`src/rtl/int_ctrl_pkg.sv`:
```
// int_ctrl_pkg: shared constants and types for the int_ctrl interrupt controller.
//   - register word offsets within the 16-byte window (Addr[3:2])
//   - arbitration state machine encoding
//   - STATUS register field positions
package int_ctrl_pkg;

  // Register select values taken from Addr[3:2]
  localparam logic [1:0] OFF_PEND   = 2'd0;
  localparam logic [1:0] OFF_ENABLE = 2'd1;
  localparam logic [1:0] OFF_EOI    = 2'd2;
  localparam logic [1:0] OFF_STATUS = 2'd3;

  // Width of the in-service line index
  localparam int unsigned IDX_W = 3;

  // STATUS layout: {busy, zeros, idx}
  localparam int unsigned STATUS_BUSY_BIT = 31;
  localparam int unsigned STATUS_IDX_LSB  = 0;

  typedef enum logic [1:0] {
    IDLE = 2'd0,
    REQ  = 2'd1,
    GAP  = 2'd2
  } state_e;

endpackage

```
`src/rtl/int_ctrl_irq_sync.sv`:
```
// irq_sync: per-line 2-flop synchronizer followed by a third flop for rising
// edge detection on asynchronous interrupt requests.
//   clk, rst : system clock, async active-high reset
//   irq      : asynchronous request lines
//   edge_c   : one-cycle pulse per synchronized rising edge (combinational)
module irq_sync #(
  parameter int unsigned NIRQ = 8
) (
  input  logic            clk,
  input  logic            rst,
  input  logic [NIRQ-1:0] irq,
  output logic [NIRQ-1:0] edge_c
);

  logic [NIRQ-1:0] sync1_q;
  logic [NIRQ-1:0] sync2_q;
  logic [NIRQ-1:0] sync3_q;

  // Synchronizer chain plus edge-detect history flop
  always_ff @(posedge clk or posedge rst) begin
    if (rst) begin
      sync1_q <= '0;
      sync2_q <= '0;
      sync3_q <= '0;
    end else begin
      sync1_q <= irq;
      sync2_q <= sync1_q;
      sync3_q <= sync2_q;
    end
  end

  // Rising edge only, so a held-high line fires once
  assign edge_c = sync2_q & ~sync3_q;

endmodule

```
`src/rtl/int_ctrl.sv`:
```
// int_ctrl: memory-mapped fixed-priority interrupt controller.
// Snoops CPU loads/stores on Addr/BUS to a 16-byte window at BASE:
//   +0x0 PEND (R/W1C), +0x4 ENABLE (R/W), +0x8 EOI (W), +0xC STATUS (R).
// Ports:
//   clk, rst          : system clock, async active-high reset
//   irq[NIRQ]         : asynchronous peripheral requests (rising edge)
//   Addr, BUS         : snooped CPU address and write data
//   Memread, Memwrite : CPU read strobe, write strobe (any non-zero writes)
//   bus_out, bus_oe   : combinational read data and its drive enable
//   INTin, INTnum     : registered interrupt request and vector to the CPU
module int_ctrl
  import int_ctrl_pkg::*;
#(
  parameter int unsigned NIRQ     = 8,
  parameter logic [31:0] BASE     = 32'hA000_0000,
  parameter logic [31:0] VEC_BASE = 32'd32
) (
  input  logic            clk,
  input  logic            rst,
  input  logic [NIRQ-1:0] irq,
  input  logic [31:0]     Addr,
  input  logic [31:0]     BUS,
  input  logic            Memread,
  input  logic [1:0]      Memwrite,
  output logic [31:0]     bus_out,
  output logic            bus_oe,
  output logic            INTin,
  output logic [31:0]     INTnum
);

  state_e           state_q, state_d;
  logic [NIRQ-1:0]  pend_q, pend_d;
  logic [NIRQ-1:0]  enable_q, enable_d;
  logic [IDX_W-1:0] idx_q, idx_d;
  logic             intin_q, intin_d;
  logic [31:0]      intnum_q, intnum_d;

  logic [NIRQ-1:0]  irq_edge;
  logic [NIRQ-1:0]  claim_req;
  logic [IDX_W-1:0] sel;
  logic             any_req;
  logic             claim;

  logic             hit;
  logic [1:0]       reg_sel;
  logic             wr_en;
  logic             pend_we, enable_we, eoi_we;
  logic [31:0]      rdata;

  // Low address bits and upper data bits carry no information here
  logic             unused_ok;
  assign unused_ok = ^{Addr[1:0], BUS[31:NIRQ]};

  irq_sync #(.NIRQ(NIRQ)) u_sync (
    .clk    (clk),
    .rst    (rst),
    .irq    (irq),
    .edge_c (irq_edge)
  );

  // Window decode
  assign hit       = (Addr[31:4] == BASE[31:4]);
  assign reg_sel   = Addr[3:2];
  assign wr_en     = hit && (Memwrite != 2'b00);
  assign pend_we   = wr_en && (reg_sel == OFF_PEND);
  assign enable_we = wr_en && (reg_sel == OFF_ENABLE);
  assign eoi_we    = wr_en && (reg_sel == OFF_EOI);

  // Fixed priority: lowest enabled pending index wins
  always_comb begin
    claim_req = pend_q & enable_q;
    any_req   = |claim_req;
    sel       = '0;
    for (int i = int'(NIRQ) - 1; i >= 0; i--) begin
      if (claim_req[i]) sel = IDX_W'(i);
    end
  end

  // Arbitration FSM: next state and next registered outputs
  always_comb begin
    state_d  = state_q;
    intin_d  = intin_q;
    intnum_d = intnum_q;
    idx_d    = idx_q;
    claim    = 1'b0;
    case (state_q)
      IDLE: begin
        intin_d = 1'b0;
        if (any_req) begin
          claim    = 1'b1;
          idx_d    = sel;
          intin_d  = 1'b1;
          intnum_d = VEC_BASE + 32'(sel);
          state_d  = REQ;
        end
      end
      REQ: begin
        intin_d = 1'b1;
        if (eoi_we) begin
          intin_d = 1'b0;
          state_d = GAP;
        end
      end
      GAP: begin
        // Guaranteed low cycle between back-to-back interrupts
        intin_d = 1'b0;
        state_d = IDLE;
      end
      default: begin
        intin_d = 1'b0;
        state_d = IDLE;
      end
    endcase
  end

  // Pending/enable update; new edges are applied last so the set wins
  always_comb begin
    pend_d   = pend_q;
    enable_d = enable_q;
    if (pend_we)   pend_d = pend_d & ~BUS[NIRQ-1:0];
    if (claim)     pend_d = pend_d & ~(NIRQ'(1) << sel);
    pend_d = pend_d | irq_edge;
    if (enable_we) enable_d = BUS[NIRQ-1:0];
  end

  // State and register file
  always_ff @(posedge clk or posedge rst) begin
    if (rst) begin
      state_q  <= IDLE;
      pend_q   <= '0;
      enable_q <= '0;
      idx_q    <= '0;
      intin_q  <= 1'b0;
      intnum_q <= '0;
    end else begin
      state_q  <= state_d;
      pend_q   <= pend_d;
      enable_q <= enable_d;
      idx_q    <= idx_d;
      intin_q  <= intin_d;
      intnum_q <= intnum_d;
    end
  end

  // Zero-latency read mux
  always_comb begin
    rdata = '0;
    case (reg_sel)
      OFF_PEND:   rdata = 32'(pend_q);
      OFF_ENABLE: rdata = 32'(enable_q);
      OFF_STATUS: begin
        rdata[STATUS_BUSY_BIT]              = (state_q == REQ);
        rdata[STATUS_IDX_LSB +: IDX_W]      = idx_q;
      end
      default:    rdata = '0;
    endcase
  end

  // Reset forces the bus driver off immediately
  assign bus_oe  = Memread && hit && !rst;
  assign bus_out = bus_oe ? rdata : '0;

  assign INTin  = intin_q;
  assign INTnum = intnum_q;

endmodule

```
`config.mk`:
```
export PLATFORM = sky130hd
export DESIGN_NAME = int_ctrl
export DESIGN_NICKNAME = d
export VERILOG_FILES = /design/src/rtl/int_ctrl_pkg.sv /design/src/rtl/int_ctrl_irq_sync.sv /design/src/rtl/int_ctrl.sv
export SDC_FILE = /design/constraint.sdc
export NUM_CORES = 1
export LEC_CHECK = 0
export CORE_ASPECT_RATIO = 0.6
export CORE_MARGIN = 2
export CORE_UTILIZATION = 34
export DETAILED_ROUTE_END_ITERATION = 10
export PLACE_DENSITY_LB_ADDON = 0.12
export SYNTH_ARGS = -nofsm -noshare
export SYNTH_HDL_FRONTEND = slang
export SYNTH_SLANG_ARGS = --single-unit
```
`constraint.sdc`:
```
create_clock -name clk -period 2.2 [get_ports clk]
set_input_delay 0.33 -clock clk [delete_from_list [all_inputs] [get_ports clk]]
set_output_delay 0.33 -clock clk [all_outputs]
set_load 0.02 [all_outputs]
```
* Word-level counts from Yosys, hierarchy flattened
Cells that the tools add are included.
Cells by class: $add $sub $neg 1, equal/unequal tests 7, shift-type cells 1, muxes and demuxes 21, bitwise operators 8, reduce and logical (&&, ||, !) cells 13
Operators with widths (count):
- 8-bit AND | 4
- 32-bit two-way mux | 1
- 28-bit == test (second input constant) | 1
- 3-bit two-way mux | 8
- 8-bit inverter | 3
- 8-bit two-way mux | 2
- 5-bit one-hot mux with 2 select lines | 1
- 3-bit one-hot mux with 3 select lines | 1
- 8-bit bitwise OR | 1
- 8-bit OR reduction | 1
- 1-bit by 3-bit left shift with 8-bit output (first input constant) | 1
- 6-bit by 3-bit adder with 7-bit output (first input constant) | 1
- 1-bit logical AND | 6
- 2-bit by 1-bit == test with 1-bit output (second input constant) | 2
- 2-bit == test (second input constant) | 2
- 2-bit logical NOT | 2
- 1-bit two-way mux | 4
- 2-bit two-way mux | 2
- 2-bit inequality test (second input constant) | 2
- 2-bit one-hot mux with 2 select lines | 1
- 2-bit AND reduction | 2
- 1-bit one-hot mux with 2 select lines | 1
- 2-bit nonzero test | 1
- 1-bit logical NOT | 1
Storage, ports and cells: register bits 78, bits of input ports 77, output and inout bits 66, word-level logic and storage cells 60

* Longest topological paths before layout
depth after elaboration 14, gate-level depth with buffers 6, depth with buffers taken out 5

* Cells and area by module
From an unflattened synthesis, not the netlist that was laid out.
Unflattened totals: cell total of the unflattened synthesis 241, area, all modules 2529.9 um^2
By module, submodules not included:
- int_ctrl | instances 1, cells an instance 208, area each 1815.5 um^2, sequential area each 575.6 um^2
- irq_sync | instances 1, cells an instance 33, area each 714.4 um^2, sequential area each 600.6 um^2

* Worst setup path after synthesis
OpenSTA, ideal clock, no wires.
path type input -> output, start in rst, end out bus_out[31], arrival 2441 ps, required time 1870 ps, setup slack -571 ps, cell stages on the path 3, path buffers 0, cell sequence inv_1 -> nand3_1 -> nor3_1
Between the ends: cells in the longest elaborated chain, start to end 3
RTL lines:
- from (decl) | RTL line int_ctrl.sv:19 | input logic rst,
- 1-bit logical NOT | RTL line int_ctrl.sv:160 | assign bus_oe = Memread && hit && !rst;
- 1-bit logical AND | RTL line int_ctrl.sv:160
- 32-bit two-way mux | RTL line int_ctrl.sv:161 | assign bus_out = bus_oe ? rdata : '0;
- to (decl) | RTL line int_ctrl.sv:25 | output logic [31:0] bus_out,
No other way between the ends.

* Worst setup path in the final report
start in Addr[17], end out bus_out[6]
Between the ends: cells in the longest elaborated chain, start to end 4
RTL lines:
- from (decl) | RTL line int_ctrl.sv:21 | input logic [31:0] Addr,
- 28-bit == test | RTL line int_ctrl.sv:62 | assign hit = (Addr[31:4] == BASE[31:4]);
- 1-bit logical AND (2 in series) | RTL line int_ctrl.sv:160
- 32-bit two-way mux | RTL line int_ctrl.sv:161
No other way between the ends.

==> out/results.txt <==
Status -> finished, final reports clean
Clock Skew -> 0.00387 ns
WL per Instance -> 13.9 microns
Number of DRC markers in iteration 0 -> 68
Global-route wire length before repair -> 8.87 mm
GRT met2 Usage -> 22.3%
Placed Cells -> 386
Most common cell after layout, fill and taps aside -> conb_1
Max Cap Viol -> 0
Die H -> 68.6 microns
Number of I/O pins -> 143
Sequential share of the synthesized area -> 49.7%
PortBufs -> 65
Count of cell types in the netlist -> 30
Setup ws final -> 0.0486 ns
Clock Path Buffers -> 2
Die X -> 112 microns
Commonest non-fill, non-tap cells in the layout -> conb_1, dfrtp_1, clkdlybuf4s50_1
Clock slew at reported path FFs -> 0.06 ns
Share of cells above drive strength 1 -> 22.9%
RePlAce Congestion -> 0.827
Syn-to-layout area delta -> 42.1%
Vias per std cell -> 4.40
Hold Vio Cnt, Final -> 0
Busiest grt layer -> met1
GRT overflow -> 0
Drt drc -> 0
Post-route clock period utilization -> 97.8%
Warnings from Yosys -> 0
Met3 Use GR -> 4.28%
Final setup viols -> 0
Initial Utilization -> 35.3%
Post-Layout Cell Count -> 397
1st-pass router iterations -> 4
Minimum clock period -> 2.15 ns
Fill cells -> 645
Lkg Pwr -> 1.57 nW
Vias in the first global route -> 1662
Slew headroom -> 60.5%
Core area -> 0.00671 sq mm
Synthesized instance count -> 221
F_max -> 465 MHz
# rows -> 23
Num CTS Buffers -> 5
Post-Syn Area -> 0.00236 sq mm
Antenna violations before repair -> 0
Final nets -> 386
Die area -> 0.00766 sq mm
Slew at the pin with the worst max-slew slack -> 0.593 ns
DP Worst Slack -> -0.736 ns
Clk Latency, worst-skew pair -> 0.29 ns
H-tree depth -> 2
WP data required -> 1.87 ns
Worst Path Max Fanout -> 5
P per Cell Area -> 585 mW/mm^2
GR Util All Layers -> 15.4%
Yosys reg bits -> 47
Largest net degree at the start of global routing -> 48
Post-layout util -> 50.1%
Placed wire-length estimate -> 4.22 mm
Root buf cell -> clkbuf_16
Worst IR drop on VDD -> 0.287 mV
Total wire length -> 5.54 mm
Crit end category -> output port
Routed vias -> 1745
Startpoint Class -> input port
Final Slew Violations -> 0
Syn Area/Cell -> 10.7 sq um
Worst min path class -> reg -> reg
Worst EP arrival -> 1.82 ns
Clk sinks -> 47
CTS tree -> built
Remaining antenna violation count after routing -> 0
GR Layer Usage met1 -> 22.6%
Crit Path Class -> in -> out
ANT cells -> 0
[cells by family (layout without fill, tap and decap cells)]
logic type / after synthesis / in the layout / synth area share [%]
AOI/OAI and AO/OA: 28 / 28 / 8.73
buffers and inverters: 64 / 103 / 18.4
DFF: 47 / 47 / 49.7
muxes: 17 / 17 / 7.83
other: 1 / 51 / 0.159
and+or+nand+nor: 64 / 64 / 15.1
[stage by stage]
stage          cell area, sq um  hold WS, ns  setup TNS, ns  power (mW)
2_1_floorplan              2560        0.331              0        1.09
3_3_place_gp               3050        0.332          -7.68        1.13
3_5_place_dp               3050        0.335          -8.04        1.13
4_1_cts                    3310        0.349              0        1.99
5_1_grt                    3360        0.353        -0.0247        2.05
6_report                   3360        0.347              0        1.97
[layer usage]
metal,routed length [microns],part of all wire [%]
met5,0,0
met4,53,0.96
met3,359,6.5
met2,2260,41
met1,2860,52
[final timing paths]
path                                              from                          end  slack [ns]  cells after the start
min reg2reg                u_sync.sync1_q[1]$_DFF_PP0_  u_sync.sync2_q[1]$_DFF_PP0_        0.35                      0
min in group asynchronous                          rst          pend_q[1]$_DFF_PP0_        0.67                      3
max in group asynchronous                          rst          pend_q[3]$_DFF_PP0_        1.13                      3
max                                           Addr[17]                   bus_out[6]        0.05                      8
min                        u_sync.sync1_q[1]$_DFF_PP0_  u_sync.sync2_q[1]$_DFF_PP0_        0.35                      0
max reg2reg                    enable_q[1]$_DFFE_PP0P_         idx_q[0]$_DFFE_PP0P_        0.34                      4
[Yosys cell counts]
| cell | n | area share [%] |
|---|---|---|
| nor4b_4 | 1 | 1.0 |
| nor4_1 | 4 | 1.1 |
| nor4b_2 | 1 | 0.63 |
| a31oi_1 | 1 | 0.26 |
| nor4_2 | 1 | 0.53 |
| a22oi_1 | 7 | 2.2 |
| and2_1 | 3 | 0.79 |
| a21oi_1 | 4 | 0.85 |
| and4bb_2 | 1 | 0.53 |
| mux2_2 | 4 | 1.9 |
| nand2_1 | 23 | 3.7 |
| nand2b_1 | 4 | 1.1 |
| mux2i_1 | 5 | 2.1 |
| conb_1 | 1 | 0.16 |
| a32oi_1 | 2 | 0.74 |
| dfrtp_1 | 47 | 50 |
| clkbuf_1 | 2 | 0.32 |
| nor4b_1 | 2 | 0.74 |
| nor2b_1 | 1 | 0.26 |
| nor3_1 | 7 | 1.5 |
| inv_1 | 10 | 1.6 |
| buf_4 | 52 | 17 |
| or2_2 | 1 | 0.26 |
| o21ai_0 | 6 | 1.3 |
| nand3_1 | 5 | 1.1 |
| nand4_1 | 1 | 0.26 |
| and4bb_1 | 1 | 0.53 |
| nor2_1 | 8 | 1.3 |
| mux2_1 | 8 | 3.8 |
| a32o_1 | 8 | 3.4 |
[worst max-delay path: stages]
cell,delay (ns)
dlygate4sd2_1,0.23
nor4_2,0.25
nand4_1,0.21
nor2_4,0.19
nand3_4,0.10
buf_8,0.15
nor3_4,0.21
buf_6,0.15
[report_power, final]
group / switching (mW) / internal [mW]
sequential: 0.00734 / 0.886
combinational: 0.140 / 0.0834
clock: 0.313 / 0.535
total: 0.460 / 1.51
[sequential cells by signal, summed over array words and instances, names as in the netlist]
register	flops
u_sync.sync3_q	8
u_sync.sync2_q	8
state_q	2
u_sync.sync1_q	8
INTnum	2
idx_q	2
INTin	1
enable_q	8
pend_q	8
[what timing repair did]
action | in CTS | in global routing
pin swaps | 12 | 21
endpoints found under the setup margin | 10 | 18
resized for setup | 104 | 28
setup buffers | 4 | 0
hold buffers | 0 | 0
[cell type report]
| type | count | area [sq um] | area share (%) |
|---|---|---|---|
| Sequential cell | 47 | 1180 | 35.0 |
| Inverter | 10 | 41.3 | 1.23 |
| Clock inverter | 3 | 43.8 | 1.30 |
| Multi-Input combinational cell | 160 | 1090 | 32.4 |
| Clock buffer | 5 | 125 | 3.72 |
| Timing Repair Buffer | 85 | 778 | 23.2 |
| Tap cell | 87 | 109 | 3.24 |
Note: power is estimated with default switching activity, not from simulation.
